File: config.mk
export PLATFORM = sky130hd
export DESIGN_NAME = safe_lock_ctrl
export DESIGN_NICKNAME = d
export VERILOG_FILES = /design/src/rtl/safe_pkg.sv /design/src/rtl/safe_entry_buf.sv /design/src/rtl/safe_lock_ctrl.sv
export SDC_FILE = /design/constraint.sdc
export NUM_CORES = 1
export LEC_CHECK = 0
export CAP_MARGIN = 5
export CELL_PAD_IN_SITES_DETAIL_PLACEMENT = 1
export CELL_PAD_IN_SITES_GLOBAL_PLACEMENT = 2
export CORE_MARGIN = 4
export CORE_UTILIZATION = 40
export CTS_CLUSTER_SIZE = 30
export DETAILED_ROUTE_END_ITERATION = 8
export PLACE_DENSITY_LB_ADDON = 0.1
export SYNTH_ARGS = -nofsm -noshare
export SYNTH_HDL_FRONTEND = slang
export SYNTH_HIERARCHICAL = 1
export SYNTH_SLANG_ARGS = --single-unit
File: constraint.sdc
create_clock -name clk -period 5.72 [get_ports clk]
set_input_delay 1.144 -clock clk [delete_from_list [all_inputs] [get_ports clk]]
set_output_delay 1.144 -clock clk [all_outputs]
set_load 0.01 [all_outputs]
File: src/rtl/safe_pkg.sv
// Shared types and key constants for the keypad safe controller.
package safe_pkg;

    typedef enum logic [2:0] {
        ST_LOCKED,
        ST_ENTRY,
        ST_OPEN,
        ST_SET_NEW,
        ST_LOCKOUT
    } state_e;

    localparam logic [3:0] KEY_ENTER_DEF = 4'hE;
    localparam logic [3:0] KEY_CLEAR_DEF = 4'hC;
    localparam logic [3:0] KEY_SET_DEF   = 4'hA;

    function automatic logic is_digit(input logic [31:0] key);
        return key <= 32'd9;
    endfunction

endpackage

File: src/rtl/safe_entry_buf.sv
// Digit collection buffer: shift register, digit count and sticky overflow.
module safe_entry_buf
    import safe_pkg::*;
#(
    parameter  int CODE_LEN = 4,
    parameter  int DIGIT_W  = 4,
    localparam int CW       = CODE_LEN * DIGIT_W,
    localparam int CNW      = $clog2(CODE_LEN + 1)
) (
    input  logic               clk,
    input  logic               rst,
    input  logic               shift_i,
    input  logic               clear_i,
    input  logic [DIGIT_W-1:0] digit_i,
    output logic [CW-1:0]      code_o,
    output logic [CNW-1:0]     count_o,
    output logic               overflow_o
);

    localparam logic [CNW-1:0] FULL = CNW'(CODE_LEN);

    logic [CW-1:0]  code_q, code_d;
    logic [CNW-1:0] cnt_q, cnt_d;
    logic           ovf_q, ovf_d;

    // clear together with shift loads the digit as the first of a fresh entry
    always_comb begin
        code_d = code_q;
        cnt_d  = cnt_q;
        ovf_d  = ovf_q;
        if (clear_i) begin
            code_d = shift_i ? CW'(digit_i) : '0;
            cnt_d  = shift_i ? CNW'(1) : '0;
            ovf_d  = 1'b0;
        end else if (shift_i) begin
            if (cnt_q == FULL) begin
                ovf_d = 1'b1;
            end else begin
                code_d = {code_q[CW-DIGIT_W-1:0], digit_i};
                cnt_d  = cnt_q + CNW'(1);
            end
        end
    end

    always_ff @(posedge clk) begin
        if (rst) begin
            code_q <= '0;
            cnt_q  <= '0;
            ovf_q  <= 1'b0;
        end else begin
            code_q <= code_d;
            cnt_q  <= cnt_d;
            ovf_q  <= ovf_d;
        end
    end

    assign code_o     = code_q;
    assign count_o    = cnt_q;
    assign overflow_o = ovf_q;

endmodule

File: src/rtl/safe_lock_ctrl.sv
// Safe lock controller: code entry, code change, fail counting,
// alarm lockout and entry inactivity timeout.
module safe_lock_ctrl
    import safe_pkg::*;
#(
    parameter  int                 CODE_LEN       = 4,
    parameter  int                 DIGIT_W        = 4,
    parameter  logic [31:0]        DEFAULT_CODE   = 32'h0000_1234,
    parameter  int                 MAX_FAILS      = 3,
    parameter  int                 LOCKOUT_CYCLES = 1024,
    parameter  int                 IDLE_CYCLES    = 4096,
    parameter  logic [DIGIT_W-1:0] KEY_ENTER      = DIGIT_W'(KEY_ENTER_DEF),
    parameter  logic [DIGIT_W-1:0] KEY_CLEAR      = DIGIT_W'(KEY_CLEAR_DEF),
    parameter  logic [DIGIT_W-1:0] KEY_SET        = DIGIT_W'(KEY_SET_DEF),
    localparam int                 FW             = $clog2(MAX_FAILS + 1)
) (
    input  logic               clk,
    input  logic               rst,
    input  logic               key_valid,
    input  logic [DIGIT_W-1:0] key_data,
    output logic               lock,
    output logic               green,
    output logic               blue,
    output logic               alarm,
    output logic [FW-1:0]      fails_left
);

    localparam int CW  = CODE_LEN * DIGIT_W;
    localparam int CNW = $clog2(CODE_LEN + 1);
    localparam int IW  = $clog2(IDLE_CYCLES + 1);
    localparam int LW  = $clog2(LOCKOUT_CYCLES + 1);

    localparam logic [CW-1:0]  DEF_CODE  = CW'(DEFAULT_CODE);
    localparam logic [IW-1:0]  IDLE_LAST = IW'(IDLE_CYCLES - 1);
    localparam logic [LW-1:0]  LOCK_LAST = LW'(LOCKOUT_CYCLES - 1);
    localparam logic [FW-1:0]  FAILS_MAX = FW'(MAX_FAILS);
    localparam logic [CNW-1:0] FULL      = CNW'(CODE_LEN);

    state_e         state_q, state_d;
    logic           lock_q, lock_d;
    logic           green_q, green_d;
    logic           blue_q, blue_d;
    logic           alarm_q, alarm_d;
    logic [FW-1:0]  fails_q, fails_d;
    logic [CW-1:0]  stored_q, stored_d;
    logic [IW-1:0]  idle_q, idle_d;
    logic [LW-1:0]  lkc_q, lkc_d;

    logic           key_digit, key_enter, key_clear, key_set, key_known;
    logic           buf_shift, buf_clear;
    logic [CW-1:0]  buf_code;
    logic [CNW-1:0] buf_cnt;
    logic           buf_ovf;
    logic           entry_like, idle_exp, code_full, code_ok;
    logic           pass_ev, fail_ev, store_ev, lock_done;

    assign key_digit = key_valid && is_digit(32'(key_data));
    assign key_enter = key_valid && (key_data == KEY_ENTER);
    assign key_clear = key_valid && (key_data == KEY_CLEAR);
    assign key_set   = key_valid && (key_data == KEY_SET);
    assign key_known = key_digit || key_enter || key_clear || key_set;

    assign entry_like = (state_q == ST_ENTRY) || (state_q == ST_SET_NEW);
    assign idle_exp   = entry_like && (idle_q == IDLE_LAST);
    assign code_full  = (buf_cnt == FULL) && !buf_ovf;
    assign code_ok    = code_full && (buf_code == stored_q);

    safe_entry_buf #(
        .CODE_LEN (CODE_LEN),
        .DIGIT_W  (DIGIT_W)
    ) u_buf (
        .clk        (clk),
        .rst        (rst),
        .shift_i    (buf_shift),
        .clear_i    (buf_clear),
        .digit_i    (key_data),
        .code_o     (buf_code),
        .count_o    (buf_cnt),
        .overflow_o (buf_ovf)
    );

    always_ff @(posedge clk) begin
        if (rst) begin
            state_q <= ST_LOCKED;
            lock_q  <= 1'b1;
            green_q <= 1'b0;
            blue_q  <= 1'b0;
            alarm_q <= 1'b0;
        end else begin
            state_q <= state_d;
            lock_q  <= lock_d;
            green_q <= green_d;
            blue_q  <= blue_d;
            alarm_q <= alarm_d;
        end
    end

    // A key in the expiry cycle wins; the timeout branch requires no key.
    always_comb begin
        state_d   = state_q;
        buf_shift = 1'b0;
        buf_clear = 1'b0;
        pass_ev   = 1'b0;
        fail_ev   = 1'b0;
        store_ev  = 1'b0;
        lock_done = 1'b0;
        unique case (state_q)
            ST_LOCKED: begin
                if (key_digit) begin
                    buf_clear = 1'b1;
                    buf_shift = 1'b1;
                    state_d   = ST_ENTRY;
                end
            end
            ST_ENTRY: begin
                unique case (1'b1)
                    key_digit: buf_shift = 1'b1;
                    key_clear: begin
                        buf_clear = 1'b1;
                        state_d   = ST_LOCKED;
                    end
                    key_enter: begin
                        buf_clear = 1'b1;
                        if (code_ok) begin
                            pass_ev = 1'b1;
                            state_d = ST_OPEN;
                        end else begin
                            fail_ev = 1'b1;
                            state_d = (fails_q == FW'(1)) ? ST_LOCKOUT
                                                          : ST_LOCKED;
                        end
                    end
                    (idle_exp && !key_known): begin
                        buf_clear = 1'b1;
                        state_d   = ST_LOCKED;
                    end
                    default: ;
                endcase
            end
            ST_OPEN: begin
                unique case (1'b1)
                    key_enter: begin
                        buf_clear = 1'b1;
                        state_d   = ST_LOCKED;
                    end
                    key_set: begin
                        buf_clear = 1'b1;
                        state_d   = ST_SET_NEW;
                    end
                    default: ;
                endcase
            end
            ST_SET_NEW: begin
                unique case (1'b1)
                    key_digit: buf_shift = 1'b1;
                    key_enter: begin
                        store_ev  = code_full;
                        buf_clear = 1'b1;
                        state_d   = ST_OPEN;
                    end
                    (key_clear || (idle_exp && !key_known)): begin
                        buf_clear = 1'b1;
                        state_d   = ST_OPEN;
                    end
                    default: ;
                endcase
            end
            ST_LOCKOUT: begin
                if (lkc_q == LOCK_LAST) begin
                    lock_done = 1'b1;
                    buf_clear = 1'b1;
                    state_d   = ST_LOCKED;
                end
            end
            default: state_d = ST_LOCKED;
        endcase
    end

    // Outputs decode the next state so they land in the same edge as it.
    always_comb begin
        lock_d  = 1'b1;
        green_d = 1'b0;
        blue_d  = 1'b0;
        alarm_d = 1'b0;
        unique case (state_d)
            ST_OPEN: begin
                lock_d  = 1'b0;
                green_d = 1'b1;
            end
            ST_SET_NEW: begin
                lock_d  = 1'b0;
                green_d = 1'b1;
                blue_d  = 1'b1;
            end
            ST_LOCKOUT: alarm_d = 1'b1;
            default: ;
        endcase
    end

    always_comb begin
        fails_d = fails_q;
        if (pass_ev || lock_done) begin
            fails_d = FAILS_MAX;
        end else if (fail_ev) begin
            fails_d = fails_q - FW'(1);
        end
    end

    assign stored_d = store_ev ? buf_code : stored_q;

    assign idle_d = (entry_like && (state_d == state_q) && !key_known)
                    ? idle_q + IW'(1) : '0;

    assign lkc_d = ((state_q == ST_LOCKOUT) && (state_d == ST_LOCKOUT))
                   ? lkc_q + LW'(1) : '0;

    always_ff @(posedge clk) begin
        if (rst) begin
            fails_q  <= FAILS_MAX;
            stored_q <= DEF_CODE;
            idle_q   <= '0;
            lkc_q    <= '0;
        end else begin
            fails_q  <= fails_d;
            stored_q <= stored_d;
            idle_q   <= idle_d;
            lkc_q    <= lkc_d;
        end
    end

    assign lock       = lock_q;
    assign green      = green_q;
    assign blue       = blue_q;
    assign alarm      = alarm_q;
    assign fails_left = fails_q;

endmodule

After elaboration in Yosys (flattened, before gate mapping)

Cells that the tools add are included.

$add $sub $neg: 4
Order comparisons: 1
Equality and inequality tests: 17
Mux-type cells: 36
Bitwise operators: 2
Reduce and logical (&&, ||, !) cells: 33

Operators with widths:

| operator                                                                 | count |
|---|---|
| 16-bit 2-to-1 mux                                                        | 3 |
| 3-bit 2-to-1 mux                                                         | 8 |
| 1-bit 2-to-1 mux                                                         | 20 |
| 16-bit equality test                                                     | 1 |
| 2-bit OR reduction                                                       | 8 |
| 3-bit one-hot mux with 5 select lines                                    | 1 |
| 13-bit by 1-bit adder with 13-bit output (second input constant)         | 1 |
| 13-bit by 12-bit equality test with 1-bit output (second input constant) | 1 |
| 3-bit by 2-bit equality test with 1-bit output (second input constant)   | 4 |
| 4-bit equality test (second input constant)                              | 3 |
| 3-bit one-hot mux with 2 select lines                                    | 2 |
| 11-bit by 1-bit adder with 11-bit output (second input constant)         | 1 |
| 11-bit by 10-bit equality test with 1-bit output (second input constant) | 1 |
| 1-bit logical AND                                                        | 11 |
| 3-bit equality test (second input constant)                              | 3 |
| 1-bit logical OR                                                         | 6 |
| 3-bit OR reduction                                                       | 2 |
| 1-bit one-hot mux with 5 select lines                                    | 1 |
| 4-bit less-or-equal comparator (second input constant)                   | 1 |
| 4-bit 2-to-1 mux                                                         | 1 |
| 2-bit AND reduction                                                      | 2 |
| 3-bit by 1-bit adder with 3-bit output (second input constant)           | 1 |
| 3-bit by 1-bit equality test with 1-bit output (second input constant)   | 1 |
| 3-bit equality test                                                      | 1 |
| 7 further kinds                                                          | 9 |

Register bits: 69
Bits of input ports: 7
Output and inout bits: 6
Word-level logic and storage cells: 105

Logic depth before layout (Yosys ltp)

Gate-level depths: netlist of run 1.

Depth in word-level cells: 16
Mapped depth: 10

By module

Netlist of run 1, hierarchy kept.

Modules (own cells, without submodules):

| module         | times used | cells an instance | area an instance (um^2) | seq. area each (um^2) |
|---|---|---|---|---|
| safe_lock_ctrl | 1          | 246               | 2265.9                  | 980.9 |
| safe_entry_buf | 1          | 94                | 890.9                   | 400.4 |

Worst setup path after synthesis of run 1

Ideal clock, no wire load.

Kind: input to register
Start: input key_data[1]
End: register u_buf.code_q[10], in the netlist u_buf/code_o[10]
Setup time: 0.066 ns
Arrival: 2.639 ns
Required time: 5.654 ns
Setup slack: 3.015 ns
Stages: 9
Buffers on the path: 2
Cells stage by stage: o21a_1 nand2b_1 a41oi_1 o21ai_0 o21a_1 or2_1 buf_2 buf_6 a21oi_2

Word-level cells in the longest chain between the ends: 13
Elaborated cells on any way between the ends: 27

Ends and longest elaborated chain:

| element                                                                      | line                                         | text |
|---|---|---|
| from (decl)                                                                  | safe_lock_ctrl.sv:20                         | `input logic [DIGIT_W-1:0] key_data,` |
| 4-bit less-or-equal comparator / 4-bit equality test (equally long branches) | safe_pkg.sv:17, safe_lock_ctrl.sv:58         |  |
| 1-bit logical AND, on equally long branches                                  | safe_lock_ctrl.sv:57, safe_lock_ctrl.sv:58   |  |
| 1-bit logical OR (3 in a row)                                                | safe_lock_ctrl.sv:61                         | `assign key_known = key_digit \|\| key_enter \|\| key_clear \|\| key_set;` |
| 1-bit logical NOT                                                            | safe_lock_ctrl.sv:133, safe_lock_ctrl.sv:161 |  |
| 1-bit logical AND                                                            | safe_lock_ctrl.sv:133, safe_lock_ctrl.sv:161 |  |
| 1-bit logical OR                                                             | safe_lock_ctrl.sv:161                        | `(key_clear \|\| (idle_exp && !key_known)): begin` |
| 2-bit OR reduction (no line)                                                 | n/a                                          |  |
| 1-bit 2-to-1 mux                                                             | safe_lock_ctrl.sv:154                        | `unique case (1'b1)` |
| 1-bit one-hot mux with 5 select lines *                                      | safe_lock_ctrl.sv:107                        | `unique case (state_q)` |
| named net buf_clear                                                          | safe_lock_ctrl.sv:50                         | `logic buf_shift, buf_clear;` |
| 2-bit != test (no line) / 2-bit nonzero test (equally long branches)         | n/a                                          |  |
| 2-bit AND reduction (no line)                                                | n/a                                          |  |
| to (signal assigned)                                                         | safe_entry_buf.sv:51                         | `code_q <= code_d;` |
| to (decl)                                                                    | safe_entry_buf.sv:22                         | `logic [CW-1:0] code_q, code_d;` |

Mark *: on every way through the listed nets, which the timed path passes. The rest lies on a longest branch.
A chain may end at the register's enable or synchronous reset.

Worst setup path in the final report of run 1

Start: input key_data[1]
End: register u_buf.code_q[0], in the netlist u_buf/code_o[0]

Elaborated cells on any way between the ends: 28

RTL lines:

| element                                                         | line                                                                | text |
|---|---|---|
| 4-bit less-or-equal comparator *                                | safe_pkg.sv:17                                                      | `return key <= 32'd9;` |
| 1-bit logical AND *                                             | safe_lock_ctrl.sv:57                                                | `assign key_digit = key_valid && is_digit(32'(key_data));` |
| 1-bit 2-to-1 mux *                                              | safe_lock_ctrl.sv:109, safe_lock_ctrl.sv:116, safe_lock_ctrl.sv:154 |  |
| 1-bit 2-to-1 mux *                                              | n/a                                                                 |  |
| named net buf_shift                                             | safe_lock_ctrl.sv:50                                                |  |
| 4-bit 2-to-1 mux / 2-bit nonzero test (equally long branches)   | n/a                                                                 |  |
| 16-bit 2-to-1 mux / 2-bit AND reduction (equally long branches) | n/a                                                                 |  |

Marks and branches as above.

==> results of run 1 <==
==> cells in the final DEF, fill, tap and decap left out, drive strengths merged, types with 6 or more instances in the layout <==
| cell | synthesis | layout |
|---|---|---|
| nand2 | 36 | 36 |
| dfxtp | 69 | 69 |
| xor2 | 7 | 7 |
| mux2i | 11 | 11 |
| clkbuf | 2 | 13 |
| nor2 | 52 | 52 |
| nor2b | 11 | 11 |
| clkdlybuf4s50 | 0 | 12 |
| nor3 | 8 | 8 |
| nand3 | 13 | 13 |
| xnor2 | 28 | 28 |
| a21oi | 19 | 19 |
| a32oi | 6 | 6 |
| nand4 | 6 | 6 |
| inv | 8 | 8 |
==> through the flow <==
stage	cell area (µm²)	power (mW)	setup WS (ns)	hold slack, ns	instances
3_5_place_dp	3300	0.548	1.80	0.447	441
5_1_grt	3510	1.00	1.94	0.497	457
4_1_cts	3510	0.968	2.12	0.458	457
3_3_place_gp	3300	0.547	1.87	0.433	441
6_report	3510	0.952	2.12	0.459	457
2_1_floorplan	3160	0.535	3.01	0.418	340
==> worst max-delay path, delay by kind of cell <==
kind,cells,cell delay (ns)
buffers and inverters,1,0.51
AND/OR/NAND/NOR,3,1.03
AO/OA/AOI/OAI,3,1.14
==> layer usage <==
| metal | share of wire | vias to the layer above |
|---|---|---|
| met5 | 0 | - |
| met4 | 0.010 | 0 |
| met3 | 0.022 | 6 |
| met2 | 0.48 | 15 |
| met1 | 0.48 | 1110 |
| li1 | - | 1181 |
==> synthesized netlist by cell type (all sizes together) (2+ instances only) <==
cell type	count
a211o	5
a21oi	19
a32oi	6
a41o	2
and3	5
buf	12
clkbuf	2
dfxtp	69
ha	5
inv	8
mux2i	11
nand2	36
nand2b	2
nand3	13
nand3b	3
nand4	6
nor2	52
nor2b	11
nor3	8
nor3b	2
nor4	2
nor4b	2
o21a	3
o21ai	4
or2	2
or3	2
xnor2	28
xor2	7
==> sequential cells by signal, summed over array words and instances, names as in the netlist <==
register / count
u_buf/count_o: 3
stored_q: 16
green: 1
blue: 1
u_buf/code_o: 16
fails_left: 2
u_buf/overflow_o: 1
state_q: 3
idle_q: 13
lock: 1
lkc_q: 11
alarm: 1
==> logic make-up after synthesis <==
| kind of cell | share of synthesized area |
|---|---|
| and+or+nand+nor | 0.247 |
| buffers and inverters | 0.0472 |
| AOI/OAI and AO/OA | 0.117 |
| adders and majority gates | 0.0198 |
| DFF | 0.438 |
| xor gates and xnor gates | 0.0971 |
| muxes | 0.0349 |
==> area by class of cell <==
cell class	count	area (µm²)
clock buffers	13	169
inverters	8	30.0
fillers	900	4180
flip-flops and latches	69	1380
repair buffers	13	128
clock inverters	3	42.5
multi-input cells	249	1630
well taps	102	128
==> worst paths after layout <==
check                   start          endpoint  cells past startpoint
hold reg to reg      lkc_q[0]          lkc_q[0]                      1
setup reg to reg    idle_q[0]  u_buf/count_o[2]                      8
hold / removal       lkc_q[0]          lkc_q[0]                      1
setup / recovery  key_data[1]   u_buf/code_o[0]                      7
==> power breakdown <==
part	total, mW	leakage (nW)	internal [mW]	switching [mW]
clock	0.416	0.106	0.237	0.179
sequential	0.489	0.557	0.484	0.00518
combinational	0.0475	0.479	0.0160	0.0315
==> metrics.cfg, run 1 <==
[clocking]
htree_levels = 3
cts_setup_buffers = 0
ctsHoldBuffers = 0
clk_pin_slew_ns = 0.07
clock_sinks = 69
cts_resized = 0
clk-insertion-delay-late_ns = 0.34
clockBufferDepth = 2
cts_tree = done
cts_inserted_buffers = 9
cts-root-buf = clkbuf_8

[layout]
nets = 362
diodes = 0
utilization = 0.456
area_growth_pct = 11.1
drive_above_1_share = 0.132

[global_route]
met2_usage = 0.255
gr-usage-met1 = 0.190
antenna_found_initial = 0
met3_usage = 0.0368
grt_max_degree = 22
grt_pass1_wl_um = 11600
grt_overflow = 0
grt.total_usage = 0.152
grt_pass1_vias = 2408
grt.busiest_layer = met2

[sta]
max_freq_mhz = 277
min_period_ns = 3.60
rsz0062_at_grt = no
fin_worst_skew_ns = 0.00854
maxSlewHeadroom = 0.263
tns_ns = 0
worst_slew_pin_slew_ns = 1.10
finalHoldViolCount = 0
fin_crit_sh = 0.630
setup_viol = 0
drv_slew = 0

[pwr]
power_per_cell_area_nw_per_um2 = 271
p_leak_nw = 1.14
irDropWorstVdd_mv = 0.104

[synth]
synth_top_area_cell = dfxtp_1
synth.avg_cell_area_um2 = 9.28
yosys_warnings = 6
postSynthCellCount = 340
async_flop_share = 0
synth_nets = 352
ys_seq_elements = 69
yosysSeqAreaShare = 0.438
ys.flop_type = dfxtp_1
synth_edf_count = 0
netlist-cell-type-count = 49
netlist_area_um2 = 3160
ys_top_cells_by_area = dfxtp_1 44%, xnor2_1 7.8%, nor2_1 6.2%
synth_top_area_frac = 0.438

[floorplanning]
fp.dieH_um = 96.8
core_area_um2 = 7690
initial_core_util = 0.411
die_w_um = 96.8
die_area_um2 = 9380
io_pins = 13
row_count = 32

[worst_hold_path]
hold_path_class = reg -> reg

[route]
routed_via_density = 5.06
avgRoutedWirePerCell_um = 14.4
drc = 0
routed-via-count = 2312
ant_nets = 0
wl_um = 6590
dr.pass1.iters = 4
drt-initial-drc-count = 41

[placement]
portBuffers = 12
hpwl_um = 4720
place.gp.congestion = 0.724

[run]
maxCapViolations = 0

[worst_setup_path]
cp_max_fo = 17
cp_data_required_time_ns = 5.94
cp-end-kind = flop
slowest_stage = nor3_1
critical_path_arrival_ns = 3.83
crit_type = in -> reg
max_stage_delay_ns = 0.79
reg2reg_setup_slack_ns = 2.95
crit_chain = clkdlybuf4s50_1, o21a_1, nand2b_1, nor3_1, a21bo_1, a32oi_1, nor2_1
critPathLaunchType = input pin

[status]
status = finished clean

(Power assumes the default switching activity.)
==> inputs of run 2 (changes only) <==
Settings changed: CORE_UTILIZATION 40 to 34.
Clock period 5.72 ns to 3.1 ns, I/O delays scaled along.
==> metrics.cfg, run 2 (synthesis gave the netlist of run 1 again) <==
[clocking]
cts_tree = done
clk-insertion-delay-late_ns = 0.34  ; about the same
ctsHoldBuffers = 0  ; unchanged
htree_levels = 3  ; unchanged
cts-root-buf = clkbuf_8
clock_sinks = 69  ; unchanged
cts_inserted_buffers = 9  ; unchanged
clk_pin_slew_ns = 0.07  ; about the same
cts_setup_buffers = 0  ; unchanged
cts_resized = 0  ; unchanged
clockBufferDepth = 2  ; unchanged

[worst_hold_path]
hold_path_class = reg -> reg
min_to = lkc_q[0]
worstHoldStart = lkc_q[0]
min_path_cells = 1  ; unchanged

[worst_setup_path]
critical_path_arrival_ns = 2.74  ; -1.09 ns
cp_max_fo = 12  ; -5
max_stage_delay_ns = 0.60  ; -0.19 ns
r2r_start = idle_q[0]
path_buf_inv = 2  ; +1
crit_chain = clkdlybuf4s50_1, nand2_2, nor3b_1, a41oi_1, o21ai_0, o21a_1, or2_1, buf_4, a21oi_1
cp-end-kind = flop
critPathLaunchType = input pin
crit_type = in -> reg
reg2regPathDepth = 9  ; +1
crit_family = buffers and inverters
cp_data_required_time_ns = 3.32  ; -2.62 ns
slowest_stage = clkdlybuf4s50_1
reg2reg_setup_slack_ns = 0.70  ; -2.25 ns
timing.rr.end = u_buf/code_o[15]

[sta]
setup_viol = 0  ; unchanged
rsz0062_at_grt = no
drv_slew = 0  ; unchanged
fin_worst_skew_ns = 0.00408  ; -0.00446 ns
finalHoldViolCount = 0  ; unchanged
maxSlewHeadroom = 0.542  ; +0.279
max_freq_mhz = 398
fin_crit_sh = 0.810
worst_slew_pin_slew_ns = 0.677  ; -0.427 ns
min_period_ns = 2.51
tns_ns = 0  ; unchanged

[global_route]
grt.total_usage = 0.132  ; -0.0205
grt_pass1_wl_um = 11500  ; -0.95%
grt_max_degree = 22  ; unchanged
grt_overflow = 0  ; unchanged
grt_pass1_vias = 2323  ; -3.5%
antenna_found_initial = 0  ; unchanged

[layout]
stdcell_count = 468  ; +2.4%
nFillCells = 1034  ; +15%
utilization = 0.400  ; -0.0564
diodes = 0  ; unchanged
drive_above_1_share = 0.144  ; +0.0121
layout_common_cells = 69 x dfxtp_1, 51 x nor2_1, 28 x xnor2_1, 25 x nand2_1, 13 x nand3_1
nets = 369  ; +1.9%
mostFrequentLayoutCell = dfxtp_1
area_growth_pct = 12.6

[pwr]
power_per_cell_area_nw_per_um2 = 491  ; +81%
irDropWorstVdd_mv = 0.188  ; +81%
p_leak_nw = 1.17  ; +2.6%

[route]
dr.pass1.iters = 4  ; unchanged
routed-via-count = 2349  ; +1.6%
drc = 0  ; unchanged
drt-initial-drc-count = 39  ; -4.9%
wl_um = 6670  ; +1.3%
ant_nets = 0  ; unchanged
routed_via_density = 5.02  ; -0.79%
avgRoutedWirePerCell_um = 14.3  ; -1.1%

[floorplanning]
initial_core_util = 0.355  ; -0.0556
io_pins = 13  ; unchanged
row_count = 34  ; +6.3%
die_area_um2 = 10900  ; +16%
fp.dieH_um = 104  ; +7.8%
core_area_um2 = 8890  ; +16%
die_w_um = 104  ; +7.8%

[placement]
hpwl_um = 4870  ; +3.2%
portBuffers = 12  ; unchanged
dpl.cell_count = 454  ; +2.9%
place.gp.congestion = 0.713  ; -1.5%

[status]
status = finished clean

[run]
maxCapViolations = 0  ; unchanged

## run 2: cell types whose count changed in the layout (fill, tap and decap cells not counted), sizes merged
cell / previous run / this run
buf: 1 / 8
clkinv: 1 / 0
clkinvlp: 1 / 0
## run 2: cell type report
type,instances,area [µm²],share of cell area
multi-input combinational,249,1630,0.458
inverter,8,30.0,0.00845
clock buffer,13,169,0.0475
clock inverter,1,30.0,0.00845
timing repair buffer,20,180,0.0507
sequential,69,1380,0.389
tap,108,135,0.0380
## run 2: how the worst max path moves through the flow
stage           startpoint               end  slack, ns  cells after the start
2_1_floorplan  key_data[1]  u_buf/code_o[10]       0.92                      9
3_3_place_gp   key_data[1]  u_buf/code_o[13]       0.29                      9
3_5_place_dp     key_valid  u_buf/code_o[15]       0.21                      9
4_1_cts          key_valid  u_buf/code_o[15]       0.56                      9
5_1_grt          key_valid  u_buf/code_o[15]       0.39                      9
6_report         key_valid  u_buf/code_o[15]       0.59                      9
## run 2: stage by stage
step	power (mW)	instance area, µm²	hold slack (ns)	setup slack [ns]
floorplan	0.988	3160	0.418	0.919
global placement	1.02	3360	0.434	0.285
detailed placement	1.02	3360	0.444	0.213
CTS	1.78	3550	0.461	0.556
global route	1.83	3550	0.486	0.390
finish	1.74	3550	0.450	0.589
## run 2: routing by layer
layer  vias up  GRT usage  part of all wire
met5         -          0                 0
met4         0     0.0399             0.011
met3         6     0.0435             0.029
li1       1198          -                 -
met2        14      0.217              0.49
met1      1131      0.162              0.47
## run 2: worst reg2reg max path: stages (launching register included)
cell     delay [ns]
dfxtp_1        0.37
ha_1           0.22
nand4_1        0.16
nor3_1         0.34
a41oi_1        0.18
o21ai_0        0.20
o21a_1         0.30
or2_1          0.21
buf_4          0.25
a21oi_1        0.06
## run 2: power breakdown
| group | switching [mW] | internal, mW | total [mW] |
|---|---|---|---|
| Sequential | 0.00940 | 0.893 | 0.902 |
| Clock | 0.319 | 0.430 | 0.748 |
| Combinational | 0.0586 | 0.0355 | 0.0942 |
==> inputs of run 3 (changes only) <==
Clock period 3.1 ns to 2.2 ns, I/O delays scaled along.
==> metrics.cfg, run 3 (synthesis gave the netlist of run 1 again) <==
[floorplanning]
core_area_um2 = 8890  ; unchanged
initial_core_util = 0.355  ; unchanged
row_count = 34  ; unchanged
fp.dieH_um = 104  ; unchanged
io_pins = 13  ; unchanged
die_area_um2 = 10900  ; unchanged
die_w_um = 104  ; unchanged

[clocking]
clk-insertion-delay-late_ns = 0.33  ; about the same
cts-root-buf = clkbuf_8
ctsHoldBuffers = 0  ; unchanged
cts_tree = done
clk_pin_slew_ns = 0.07  ; about the same
htree_levels = 3  ; unchanged
clockBufferDepth = 2  ; unchanged
clock_sinks = 69  ; unchanged
cts_inserted_buffers = 9  ; unchanged

[route]
dr.pass1.iters = 4  ; unchanged
routed-via-count = 2469  ; +5.1%
ant_nets = 0  ; unchanged
routed_via_density = 4.93  ; -1.8%
wl_um = 7050  ; +5.7%
drt-initial-drc-count = 53  ; +36%
avgRoutedWirePerCell_um = 14.1  ; -1.3%
drc = 0  ; unchanged

[global_route]
grt_pass1_wl_um = 12200  ; +5.9%
antenna_found_initial = 0  ; unchanged
grt_overflow = 0  ; unchanged
grt_pass1_vias = 2517  ; +8.4%
grt.total_usage = 0.138  ; +0.00602
grt_max_degree = 24  ; +9.1%

[sta]
fin_worst_skew_ns = 0.00821  ; +0.00413 ns
rsz0062_at_grt = no
max_freq_mhz = 474
finalHoldViolCount = 0  ; unchanged
drv_slew = 0  ; unchanged
worst_slew_pin_slew_ns = 0.463  ; -0.214 ns
maxSlewHeadroom = 0.689  ; +0.147
setup_viol = 0  ; unchanged
fin_crit_sh = 0.958
min_period_ns = 2.11

[worst_setup_path]
max_stage_delay_ns = 0.42  ; -0.18 ns
reg2reg_setup_slack_ns = 0.22  ; -0.48 ns
r2r_start = idle_q[1]
cp_max_fo = 5  ; -7
reg2regPathDepth = 10  ; +1
timing.rr.end = u_buf/code_o[13]
cp-endpoint = u_buf/count_o[0]
slowest_stage = clkdlybuf4s50_1
cp_data_required_time_ns = 2.47  ; -0.85 ns
crit_chain = clkdlybuf4s50_1, o21a_1, nand2b_1, a41oi_2, o21ai_1, o21a_2, buf_4, or3_1, a21oi_2
cp-end-kind = flop
startpoint = key_data[1]
crit_type = in -> reg
critPathLaunchType = input pin
critical_path_arrival_ns = 2.38  ; -0.36 ns

[pwr]
irDropWorstVdd_mv = 0.253  ; +34%
power_per_cell_area_nw_per_um2 = 661  ; +35%
p_leak_nw = 1.34  ; +14%

[placement]
postPlaceCellArea_um2 = 3620  ; +8.0%
hpwl_um = 5200  ; +6.7%
place.gp.congestion = 0.775  ; +8.6%
portBuffers = 12  ; unchanged

[layout]
layout_common_cells = 69 x dfxtp_1, 51 x nor2_1, 34 x buf_4, 28 x xnor2_1, 25 x nand2_1
diodes = 0  ; unchanged
fin_area_um2 = 3870  ; +9.0%
drive_above_1_share = 0.226  ; +0.0820
utilization = 0.436  ; +0.0359
nets = 400  ; +8.4%
area_growth_pct = 22.7
mostFrequentLayoutCell = dfxtp_1

[worst_hold_path]
hold_path_class = reg -> reg

[run]
maxCapViolations = 0  ; unchanged

[status]
status = finished clean

## run 3: changes by cell type in the layout (fill, tap and decap cells not counted), sizes merged
cell	before	now
buf	8	39
clkinv	0	1
clkbuf	13	10
clkinvlp	0	3
bufinv	1	2
## run 3: layout make-up
| class | count | area, µm² |
|---|---|---|
| Inverter | 8 | 30.0 |
| Sequential cell | 69 | 1380 |
| Tap cell | 108 | 135 |
| Multi-Input combinational cell | 249 | 1650 |
| Fill cell | 1023 | 5020 |
| Timing Repair Buffer | 51 | 467 |
| Clock inverter | 6 | 87.6 |
| Clock buffer | 10 | 128 |
## run 3: critical path: cells and delay by family
kind,cells,cell delay (ns)
buffers and inverters,2,0.56
and+or+nand+nor,2,0.54
AOI/OAI and AO/OA,5,0.83
## run 3: where the power goes
| group | internal [mW] | switching [mW] |
|---|---|---|
| registers | 1.26 | 0.0136 |
| clock network | 0.637 | 0.476 |
| logic | 0.0849 | 0.0929 |
| total | 1.98 | 0.583 |
## run 3: per-stage QoR
step	power, mW	hold WS [ns]	TNS [ns]	worst slack, ns	std cells
floorplan	1.39	0.418	0	0.0630	340
global placement	1.47	0.432	-5.73	-0.252	483
detailed placement	1.47	0.440	-7.04	-0.308	483
CTS	2.61	0.457	0	0.0265	500
global route	2.70	0.481	0	0.0238	501
finish	2.56	0.464	0	0.0922	501
## run 3: how the worst min path moves through the flow
stage	slack, ns	depth (start not counted)	end	startpoint
2_1_floorplan	0.42	1	lkc_q[0]	lkc_q[0]
3_3_place_gp	0.43	1	lkc_q[0]	lkc_q[0]
3_5_place_dp	0.44	1	lkc_q[0]	lkc_q[0]
4_1_cts	0.46	1	lkc_q[0]	lkc_q[0]
5_1_grt	0.48	1	lkc_q[0]	lkc_q[0]
6_report	0.46	1	lkc_q[0]	lkc_q[0]
## run 3: layer usage
layer | vias up | GRT usage | wire, µm
met1 | 1193 | 0.164 | 3290
met5 | - | 0 | 0
li1 | 1256 | - | -
met4 | 0 | 0.0513 | 82
met3 | 6 | 0.0248 | 118
met2 | 14 | 0.245 | 3560
## run 3: what timing repair did
action | in CTS | in global routing
endpoints found under the setup margin | 18 | 19
setup buffers | 1 | 1
pin swaps | 0 | 1
gates resized for setup | 3 | 3
